<file path="config.mk">
export PLATFORM = sky130hd
export DESIGN_NAME = depuncturer_flat
export DESIGN_NICKNAME = d
export VERILOG_FILES = /design/src/rtl/depuncturer_pkg.sv /design/src/rtl/depuncturer_if.sv /design/src/rtl/depuncturer_pattern.sv /design/src/rtl/depuncturer.sv /design/src/flat_wrapper.sv
export SDC_FILE = /design/constraint.sdc
export NUM_CORES = 1
export LEC_CHECK = 0
export CAP_MARGIN = 5
export CORE_MARGIN = 5
export CORE_UTILIZATION = 35
export CTS_CLUSTER_DIAMETER = 120
export DETAILED_ROUTE_END_ITERATION = 8
export DONT_BUFFER_PORTS = 1
export SKIP_CTS_REPAIR_TIMING = 1
export SLEW_MARGIN = 20
export SYNTH_ARGS = -nofsm -noshare
export SYNTH_HDL_FRONTEND = slang
export SYNTH_SLANG_ARGS = --single-unit
</file>
<file path="constraint.sdc">
create_clock -name Clock -period 2.91 [get_ports Clock]
set_clock_uncertainty 0.05 [all_clocks]
set_input_delay 0.4365 -clock Clock [delete_from_list [all_inputs] [get_ports Clock]]
set_output_delay 0.4365 -clock Clock [all_outputs]
set_load 0.02 [all_outputs]
</file>
<file path="src/rtl/depuncturer_pkg.sv">
// Shared receiver definitions: code-rate encodings, depuncturer FSM states,
// pattern control bundle and the frame length shared with the Viterbi decoder.
package depuncturer_pkg;

  localparam int MAX_PAIRS_DEFAULT = 192;
  localparam int PAIR_COUNT_W      = 10;

  typedef enum logic [1:0] {
    RATE_1_2 = 2'b00,
    RATE_2_3 = 2'b01,
    RATE_3_4 = 2'b10
  } rate_t;

  typedef enum logic [1:0] {
    IDLE = 2'b00,
    RUN  = 2'b01,
    DONE = 2'b10
  } state_t;

  // Where each half of an emitted pair takes its data bit from.
  typedef enum logic [1:0] {
    SRC_ZERO   = 2'b00,
    SRC_STORED = 2'b01,
    SRC_BIT    = 2'b10
  } src_t;

  typedef struct packed {
    logic store;
    logic emit;
    src_t srcA;
    src_t srcB;
    logic eraseA;
    logic eraseB;
    logic lastPhase;
  } pattern_t;

  // The reserved encoding 11 falls back to rate 1/2.
  function automatic rate_t normalizeRate(input logic [1:0] raw);
    case (raw)
      2'b01:   return RATE_2_3;
      2'b10:   return RATE_3_4;
      default: return RATE_1_2;
    endcase
  endfunction

endpackage

</file>
<file path="src/rtl/depuncturer_if.sv">
// Bit-stream input and reconstructed-pair output bundle of the depuncturer.
interface depuncturer_if;
  import depuncturer_pkg::*;

  logic                    Start;
  logic [1:0]              Rate;
  logic                    InBit;
  logic                    InValid;
  logic                    OutA;
  logic                    OutB;
  logic                    OutEraseA;
  logic                    OutEraseB;
  logic                    OutValid;
  logic [PAIR_COUNT_W-1:0] PairCount;
  logic                    Done;

  modport master (
    output Start, Rate, InBit, InValid,
    input  OutA, OutB, OutEraseA, OutEraseB, OutValid, PairCount, Done
  );

  modport slave (
    input  Start, Rate, InBit, InValid,
    output OutA, OutB, OutEraseA, OutEraseB, OutValid, PairCount, Done
  );

endinterface

</file>
<file path="src/rtl/depuncturer_pattern.sv">
// Puncturing table: maps (rate, phase) to the store/emit/erase controls,
// the source of each pair half and the phase at which the counter wraps.
module depuncture_pattern
  import depuncturer_pkg::*;
(
  input  rate_t      i_rate,
  input  logic [1:0] i_phase,
  output pattern_t   o_pattern
);

  // Phase 0 always captures A; later phases emit according to the rate.
  always_comb begin
    o_pattern           = '0;
    o_pattern.srcA      = SRC_ZERO;
    o_pattern.srcB      = SRC_ZERO;
    o_pattern.store     = (i_phase == 2'd0);
    case (i_rate)
      RATE_2_3: begin
        o_pattern.lastPhase = (i_phase == 2'd2);
        case (i_phase)
          2'd1: begin
            o_pattern.emit = 1'b1;
            o_pattern.srcA = SRC_STORED;
            o_pattern.srcB = SRC_BIT;
          end
          2'd2: begin
            o_pattern.emit   = 1'b1;
            o_pattern.srcA   = SRC_BIT;
            o_pattern.eraseB = 1'b1;
          end
          default: ;
        endcase
      end
      RATE_3_4: begin
        o_pattern.lastPhase = (i_phase == 2'd3);
        case (i_phase)
          2'd1: begin
            o_pattern.emit = 1'b1;
            o_pattern.srcA = SRC_STORED;
            o_pattern.srcB = SRC_BIT;
          end
          2'd2: begin
            o_pattern.emit   = 1'b1;
            o_pattern.srcA   = SRC_BIT;
            o_pattern.eraseB = 1'b1;
          end
          2'd3: begin
            o_pattern.emit   = 1'b1;
            o_pattern.srcB   = SRC_BIT;
            o_pattern.eraseA = 1'b1;
          end
          default: ;
        endcase
      end
      default: begin
        o_pattern.lastPhase = (i_phase == 2'd1);
        if (i_phase == 2'd1) begin
          o_pattern.emit = 1'b1;
          o_pattern.srcA = SRC_STORED;
          o_pattern.srcB = SRC_BIT;
        end
      end
    endcase
  end

endmodule

</file>
<file path="src/rtl/depuncturer.sv">
// Depuncturer: rebuilds rate-1/2 mother-code pairs (with erasure flags) from
// a punctured bit stream and hands a fixed number of pairs per frame to the
// Viterbi decoder.
module depuncturer
  import depuncturer_pkg::*;
#(
  parameter int MAX_PAIRS = MAX_PAIRS_DEFAULT
) (
  input  logic          Clock,
  input  logic          Reset,
  depuncturer_if.slave  bus
);

  localparam logic [PAIR_COUNT_W-1:0] LP_LAST_COUNT = PAIR_COUNT_W'(MAX_PAIRS - 1);

  state_t                  r_state;
  rate_t                   r_rate;
  logic [1:0]              r_phase;
  logic                    r_storedA;
  logic                    r_outA;
  logic                    r_outB;
  logic                    r_outEraseA;
  logic                    r_outEraseB;
  logic                    r_outValid;
  logic [PAIR_COUNT_W-1:0] r_pairCount;
  logic                    r_done;

  rate_t                   w_startRate;
  rate_t                   w_patRate;
  logic [1:0]              w_patPhase;
  logic                    w_accept;
  logic                    w_bitA;
  logic                    w_bitB;
  pattern_t                w_pattern;

  // A bit arriving together with Start is phase 0 of the new frame under the
  // newly sampled rate; otherwise the latched rate and phase apply.
  assign w_startRate = normalizeRate(bus.Rate);
  assign w_patRate   = bus.Start ? w_startRate : r_rate;
  assign w_patPhase  = bus.Start ? 2'd0 : r_phase;
  assign w_accept    = bus.InValid && (bus.Start || (r_state == RUN));

  depuncture_pattern u_pattern (
    .i_rate    (w_patRate),
    .i_phase   (w_patPhase),
    .o_pattern (w_pattern)
  );

  // Select the data bit for each half of the pair being emitted.
  always_comb begin
    w_bitA = 1'b0;
    w_bitB = 1'b0;
    case (w_pattern.srcA)
      SRC_STORED: w_bitA = r_storedA;
      SRC_BIT:    w_bitA = bus.InBit;
      default:    w_bitA = 1'b0;
    endcase
    case (w_pattern.srcB)
      SRC_STORED: w_bitB = r_storedA;
      SRC_BIT:    w_bitB = bus.InBit;
      default:    w_bitB = 1'b0;
    endcase
  end

  // Frame FSM, phase counter and registered pair outputs.
  always_ff @(posedge Clock or posedge Reset) begin
    if (Reset) begin
      r_state     <= IDLE;
      r_rate      <= RATE_1_2;
      r_phase     <= 2'd0;
      r_storedA   <= 1'b0;
      r_outA      <= 1'b0;
      r_outB      <= 1'b0;
      r_outEraseA <= 1'b0;
      r_outEraseB <= 1'b0;
      r_outValid  <= 1'b0;
      r_pairCount <= '0;
      r_done      <= 1'b0;
    end else begin
      r_outValid <= 1'b0;
      if (bus.Start) begin
        r_state     <= RUN;
        r_rate      <= w_startRate;
        r_phase     <= 2'd0;
        r_pairCount <= '0;
        r_done      <= 1'b0;
      end
      if (w_accept) begin
        if (w_pattern.store) begin
          r_storedA <= bus.InBit;
        end
        r_phase <= w_pattern.lastPhase ? 2'd0 : w_patPhase + 2'd1;
        if (w_pattern.emit) begin
          r_outValid  <= 1'b1;
          r_outA      <= w_bitA;
          r_outB      <= w_bitB;
          r_outEraseA <= w_pattern.eraseA;
          r_outEraseB <= w_pattern.eraseB;
          r_pairCount <= r_pairCount + 1'b1;
          if (r_pairCount == LP_LAST_COUNT) begin
            r_state <= DONE;
            r_done  <= 1'b1;
          end
        end
      end
    end
  end

  assign bus.OutA      = r_outA;
  assign bus.OutB      = r_outB;
  assign bus.OutEraseA = r_outEraseA;
  assign bus.OutEraseB = r_outEraseB;
  assign bus.OutValid  = r_outValid;
  assign bus.PairCount = r_pairCount;
  assign bus.Done      = r_done;

endmodule

</file>
<file path="src/flat_wrapper.sv">
// flat-port wrapper written by rule: the top's interface ports become plain ports
module depuncturer_flat import depuncturer_pkg::*;
#(
  parameter int MAX_PAIRS = MAX_PAIRS_DEFAULT
)
  (Clock, Reset, bus_Start, bus_Rate, bus_InBit, bus_InValid, bus_OutA, bus_OutB, bus_OutEraseA, bus_OutEraseB, bus_OutValid, bus_PairCount, bus_Done);
  depuncturer_if bus_i ();
  input  logic Clock;
  input  logic Reset;
  input wire logic [$bits(bus_i.Start)-1:0] bus_Start;
  input wire logic [$bits(bus_i.Rate)-1:0] bus_Rate;
  input wire logic [$bits(bus_i.InBit)-1:0] bus_InBit;
  input wire logic [$bits(bus_i.InValid)-1:0] bus_InValid;
  output wire logic [$bits(bus_i.OutA)-1:0] bus_OutA;
  output wire logic [$bits(bus_i.OutB)-1:0] bus_OutB;
  output wire logic [$bits(bus_i.OutEraseA)-1:0] bus_OutEraseA;
  output wire logic [$bits(bus_i.OutEraseB)-1:0] bus_OutEraseB;
  output wire logic [$bits(bus_i.OutValid)-1:0] bus_OutValid;
  output wire logic [$bits(bus_i.PairCount)-1:0] bus_PairCount;
  output wire logic [$bits(bus_i.Done)-1:0] bus_Done;
  assign bus_i.Start = bus_Start;
  assign bus_i.Rate = bus_Rate;
  assign bus_i.InBit = bus_InBit;
  assign bus_i.InValid = bus_InValid;
  assign bus_OutA = bus_i.OutA;
  assign bus_OutB = bus_i.OutB;
  assign bus_OutEraseA = bus_i.OutEraseA;
  assign bus_OutEraseB = bus_i.OutEraseB;
  assign bus_OutValid = bus_i.OutValid;
  assign bus_PairCount = bus_i.PairCount;
  assign bus_Done = bus_i.Done;
  depuncturer #(.MAX_PAIRS(MAX_PAIRS)) u_core (.Clock(Clock), .Reset(Reset), .bus(bus_i));
endmodule
</file>
==> impl_metrics.yaml, run 1 <==
power_and_ir_drop:
  internal-power_w: 0.000493
  irDropWorstVdd_mv: 0.285
  swShare: 0.303
  leakagePower_nw: 0.605
  seqPwrFrac: 0.556
  pwr-share-comb: 0.165
  p_clk_frac: 0.279
  power_w: 0.000708
  power_switching_w: 0.000215
  power_density_nw_per_um2: 503
place:
  port_buffers: 0
  gp_congestion: 0.867
  pre_cts_ws_ps: 354
  hpwl_mm: 2.04
worst_setup_path:
  crit_fanout: 11
  cp.arrival_ps: 2580
  cp-end-kind: "register"
  crit_path_top_delay_cell: "nor2_2"
  path_cells: "inv_1 -> o21ai_0 -> ha_1 -> nand2b_1 -> o311ai_4 -> nor2_2 -> mux2_2"
  critical_path_class: "reg2reg"
  critPathMaxStageDelay_ps: 420
  path_delay_family: "simple AND/OR/NAND/NOR gates"
  start_kind: "register"
  cp_num_buf_inv: 1
  critPathRequiredTime_ps: 3010
yosys:
  synth_xor_area_frac: 0
  netlist-cell-type-count: 40
  synth_seq_area_share: 0.440
  synthCells: 124
  synth_area_um2: 1310
  yosys.area_share.simple: 0.185
  synth_compound_area_frac: 0.188
  synth.top_cell.area_share: 0.440
  netlist_top_cells_area: "dfrtp_1 44%, ha_1 8.6%, a221o_1 3.8%, o21ai_0 3.8%, inv_1 2.9%"
  synthMuxAreaShare: 0.0602
  ys_ff_latch: 23
  yosys_warnings: 0
  synth_area_per_cell_um2: 10.6
  synth_top_family_by_area: "compound AO/OA/AOI/OAI gates"
  syn_nets: 140
  synth_area_leader_cell: "dfrtp_1"
  synth_adder_area_share: 0.0860
route:
  ant_nets: 0
  wl_met3_um: 204
  drtIter0Drc: 73
  met1_length_mm: 1.15
  viasPerCell: 5.42
  routedWlPerCell_um: 15.7
  detail_route.first_pass.iterations: 4
  drc_errors: 0
  wl_met2_mm: 1.37
  top_layer: "met4"
  totalWireLength_mm: 2.75
  vias: 948
clock_tree:
  clk_pin_slew_ps: 80
  cts_tree: "yes"
  cts.path.max_buffers: 2
  clkSinkCount: 23
  cts-root-buf: "clkbuf_8"
  h-tree-depth: 1
  clock_latency_ps: 260
  cts_made_buffers: 3
timing:
  setup_viol: 0
  period_minus_slack_ps: 2470
  drv_slew: 0
  worst_pin_slew_ps: 888
  setup_ws_ps: 435
  fin_crit_sh: 0.850
  fmax_mhz: 404
  fin_setup_tns_ps: 0
  finalHoldViolations: 0
  slew_headroom: 0.407
  rsz0062_at_grt: "false"
run:
  maxCapViolations: 0
final_layout:
  nets: 144
  antennaDiodeCount: 0
  regArea_um2: 576
  area.growth.synth_to_final_pct: 7.46
  drive_gt1_frac: 0.134
  n_fill_cell: 379
  multi_input_area_um2: 681
global_routing:
  globalRouteOverflowTotal: 0
  grt_antenna_before_repair: 0
  grt_max_degree: 24
  grt_usage: 0.121
  grt_pass1_wl_mm: 4.84
  grt_pass1_vias: 991
die:
  die_w_um: 71.2
  initial_core_util: 0.360
  placementRows: 22
  die_height_um: 71.2
  num_io_pins: 23
  dieArea_um2: 5060
  coreArea_um2: 3630
min_path:
  hp-class: "in2async"
status:
  status: "finished, final reports clean"
## flip-flops by register name, summed over array words and instances, names as in the netlist
signal / count
u_core.bus.PairCount: 10
u_core.r_phase: 2
u_core.r_rate: 2
u_core.r_state: 2
u_core.bus.Done: 1
u_core.bus.OutA: 1
u_core.bus.OutB: 1
u_core.bus.OutEraseA: 1
u_core.bus.OutEraseB: 1
u_core.bus.OutValid: 1
u_core.r_storedA: 1
## worst paths after layout
| kind | startpoint | endpoint | slack [ps] | cells past startpoint |
|---|---|---|---|---|
| max | u_core.r_rate[1] | u_core.bus.OutEraseB | 440 | 7 |
| max reg2reg | u_core.r_rate[1] | u_core.bus.OutEraseB | 440 | 7 |
| min reg2reg | u_core.r_storedA | u_core.r_storedA | 470 | 1 |
| min in group Clock | bus_Start | u_core.r_state[1] | 230 | 1 |
| max in group asynchronous | Reset | u_core.bus.OutEraseB | 2070 | 1 |
| min | Reset | u_core.bus.Done | 190 | 1 |
## logic make-up after synthesis
group / Yosys count
adder cells (fa/ha/maj): 9
multiplexers: 7
buffers and inverters: 12
AND/OR/NAND/NOR: 42
AO/OA/AOI/OAI: 31
flip-flops: 23
## worst register-to-register path: cells and delay by family, from the launching register on
kind	cells	cell delay, ps
buffers and inverters	1	30
adders and majority gates	1	400
and+or+nand+nor	2	630
muxes	1	390
AOI/OAI and AO/OA	2	540
DFF	1	330
## cell type report
type | count | area share
flip-flops and latches | 23 | 0.409
clock buffers | 4 | 0.0320
inverters | 10 | 0.0267
repair buffers | 1 | 0.00534
well taps | 48 | 0.0427
multi-input cells | 89 | 0.484
## power by group through the flow
stage,Clock (W),Sequential [W],Combinational [W]
3_5_place_dp,0,0.000401,0.000117
2_1_floorplan,0,0.000393,0.0000990
6_report,0.000197,0.000394,0.000117
4_1_cts,0.000206,0.000395,0.000118
3_3_place_gp,0,0.000401,0.000115
5_1_grt,0.000223,0.000398,0.000133
## metal layers
metal	track usage	vias up
li1	-	464
met3	0.0511	4
met2	0.207	19
met1	0.138	461
met5	0	-
met4	0.0313	0
## cell usage after synthesis
library cell  instances
mux2i_1               3
dfrtp_1              23
o311ai_4              1
o31ai_1               1
or3_1                 2
nor3_1                4
nor2_1                2
and4_1                1
o21ai_0              10
nand2b_1              1
a21oi_1               1
a21o_2                1
nor2b_4               1
nand3_2               1
a31oi_1               1
clkbuf_1              1
nor4_1                3
inv_1                10
a211oi_1              1
nor2b_1               4
nand2_1               9
mux2_4                1
ha_1                  9
and2_1                4
nand3b_1              2
mux2_2                3
a21o_1                2
o22ai_1               1
o2111ai_1             1
a21boi_0              1
nand4_1               1
a221o_2               1
nor2_2                1
o21a_1                1
nor4b_1               1
a21oi_2               2
buf_6                 1
o311a_2               1
nand3_1               5
a221o_1               5
## layout by cell type, fill, tap and decap left out, types with 4 or more instances in the layout
cell and n:
inv_1 10, dfrtp_1 23, o21ai_0 10, ha_1 9
nand3_1 5, nand2_1 9, and2_1 4, nor3_1 4
a221o_1 5, nor2b_1 4
## per-stage QoR
step | util | hold WS, ps | area (um2) | instances
floorplan | - | 388 | 1310 | 124
global placement | 0.375 | 443 | 1360 | 171
detailed placement | 0.375 | 452 | 1360 | 171
CTS | 0.387 | 225 | 1410 | 175
global route | 0.387 | 218 | 1410 | 175
finish | 0.387 | 193 | 1410 | 175
No activity file was read; power rests on OpenSTA's default activity.
==> run 2, diff against run 1 <==
Settings changed: CELL_PAD_IN_SITES_DETAIL_PLACEMENT set to 1, CELL_PAD_IN_SITES_GLOBAL_PLACEMENT set to 1, PLACE_DENSITY_LB_ADDON set to 0.1, SKIP_CTS_REPAIR_TIMING 1 to unset.
==> impl_metrics.yaml, run 2 (synthesis gave the netlist of run 1 again) <==
timing:
  worst_pin_slew_ps: 886
  whs_ps: 193
  slew_headroom: 0.409
  fin_setup_tns_ps: 0
  drv_slew: 0
  fmax_mhz: 400
  setup_viol: 0
  fin_crit_sh: 0.859
  rsz0062_at_grt: "false"
  period_minus_slack_ps: 2500
  finalHoldViolations: 0
clock_tree:
  cts.path.max_buffers: 2
  cts_tree: "yes"
  postCtsHoldBufs: 0
  clock_latency_ps: 270
  cts_made_buffers: 3
  post_cts_buffers: 0
  cts-root-buf: "clkbuf_8"
  clkSinkCount: 23
  clk_pin_slew_ps: 80
  cts_resized: 0
  h-tree-depth: 1
status:
  status: "finished, final reports clean"
die:
  num_io_pins: 23
  die_height_um: 71.2
  initial_core_util: 0.360
  placementRows: 22
  dieArea_um2: 5060
  die_w_um: 71.2
  coreArea_um2: 3630
final_layout:
  most-common-layout-cells: "23 x dfrtp_1, 10 x inv_1, 10 x o21ai_0"
  layout_commonest_cell: "dfrtp_1"
  largest_reg_flops: 10
  regArea_um2: 576
  area.growth.synth_to_final_pct: 7.46
  nets: 144
  drive_gt1_frac: 0.134
  multi_input_area_um2: 681
  n_fill_cell: 414
  antennaDiodeCount: 0
global_routing:
  grt_usage: 0.128
  grt_pass1_wl_mm: 5.15
  globalRouteOverflowTotal: 0
  grt_antenna_before_repair: 0
  grt_max_degree: 24
  grt_pass1_vias: 1040
worst_setup_path:
  critPathMaxStageDelay_ps: 430
  cp.arrival_ps: 2610
  path_delay_family: "simple AND/OR/NAND/NOR gates"
  critical_path_class: "reg2reg"
  cp-end-kind: "register"
  path_cells: "inv_1 -> o21ai_0 -> ha_1 -> nand2b_1 -> o311ai_4 -> nor2_2 -> mux2_2"
  critPathRequiredTime_ps: 3020
  start_kind: "register"
  crit_path_top_delay_cell: "nor2_2"
  crit_fanout: 11
  cp_num_buf_inv: 1
route:
  drc_errors: 0
  drtIter0Drc: 74
  detail_route.first_pass.iterations: 4
  ant_nets: 0
  vias: 993
  routedWlPerCell_um: 17.4
  viasPerCell: 5.67
  totalWireLength_mm: 3.05
power_and_ir_drop:
  irDropWorstVdd_mv: 0.217
  leakagePower_nw: 0.605
  power_density_nw_per_um2: 509
min_path:
  hp-class: "in2async"
place:
  gp_congestion: 0.808
  port_buffers: 0
  hpwl_mm: 2.28
run:
  maxCapViolations: 0
==> run 2: cell counts in the layout (fill, tap and decap cells not counted) <==
No cell type changed its count.
==> run 2: path summary, 6_finish.rpt <==
kind,start,end,slack [ps],cells after the start
max in group asynchronous,Reset,u_core.bus.PairCount[0],2080,1
min in group Clock,bus_Start,u_core.bus.Done,220,1
worst max register to register,u_core.r_rate[1],u_core.bus.OutEraseB,410,7
worst max-delay path,u_core.r_rate[1],u_core.bus.OutEraseB,410,7
worst min register to register,u_core.r_storedA,u_core.r_storedA,460,1
worst min-delay path,Reset,u_core.r_state[1],190,1
==> run 2: layout make-up <==
class                   instances  area share
clock buffers                   4      0.0320
inverters                      10      0.0267
multi-input cells              89       0.484
flip-flops and latches         23       0.409
well taps                      48      0.0427
repair buffers                  1     0.00534
==> run 2: report_power, final <==
group          internal (W)  leakage (nW)  switching, W
clock network     0.0000979        0.0228      0.000104
registers          0.000347         0.305     0.0000459
logic             0.0000484         0.278     0.0000715
==> run 2: per-stage QoR <==
stage | cell area (um2) | total power (W) | utilization | cells | worst slack [ps]
detailed placement | 1360 | 0.000522 | 0.375 | 171 | 286
floorplan | 1310 | 0.000492 | - | 124 | 308
global route | 1410 | 0.000757 | 0.387 | 175 | 271
finish | 1410 | 0.000715 | 0.387 | 175 | 411
CTS | 1410 | 0.000724 | 0.387 | 175 | 385
global placement | 1360 | 0.000520 | 0.375 | 171 | 356
==> run 2: layer usage <==
layer  global-route usage  vias to the layer above  routed length (um)
li1                     -                      459                   -
met1                0.160                      510                1340
met2                0.211                       19                1510
met3               0.0327                        5                 144
met4               0.0501                        0                  52
met5                    0                        -                   0
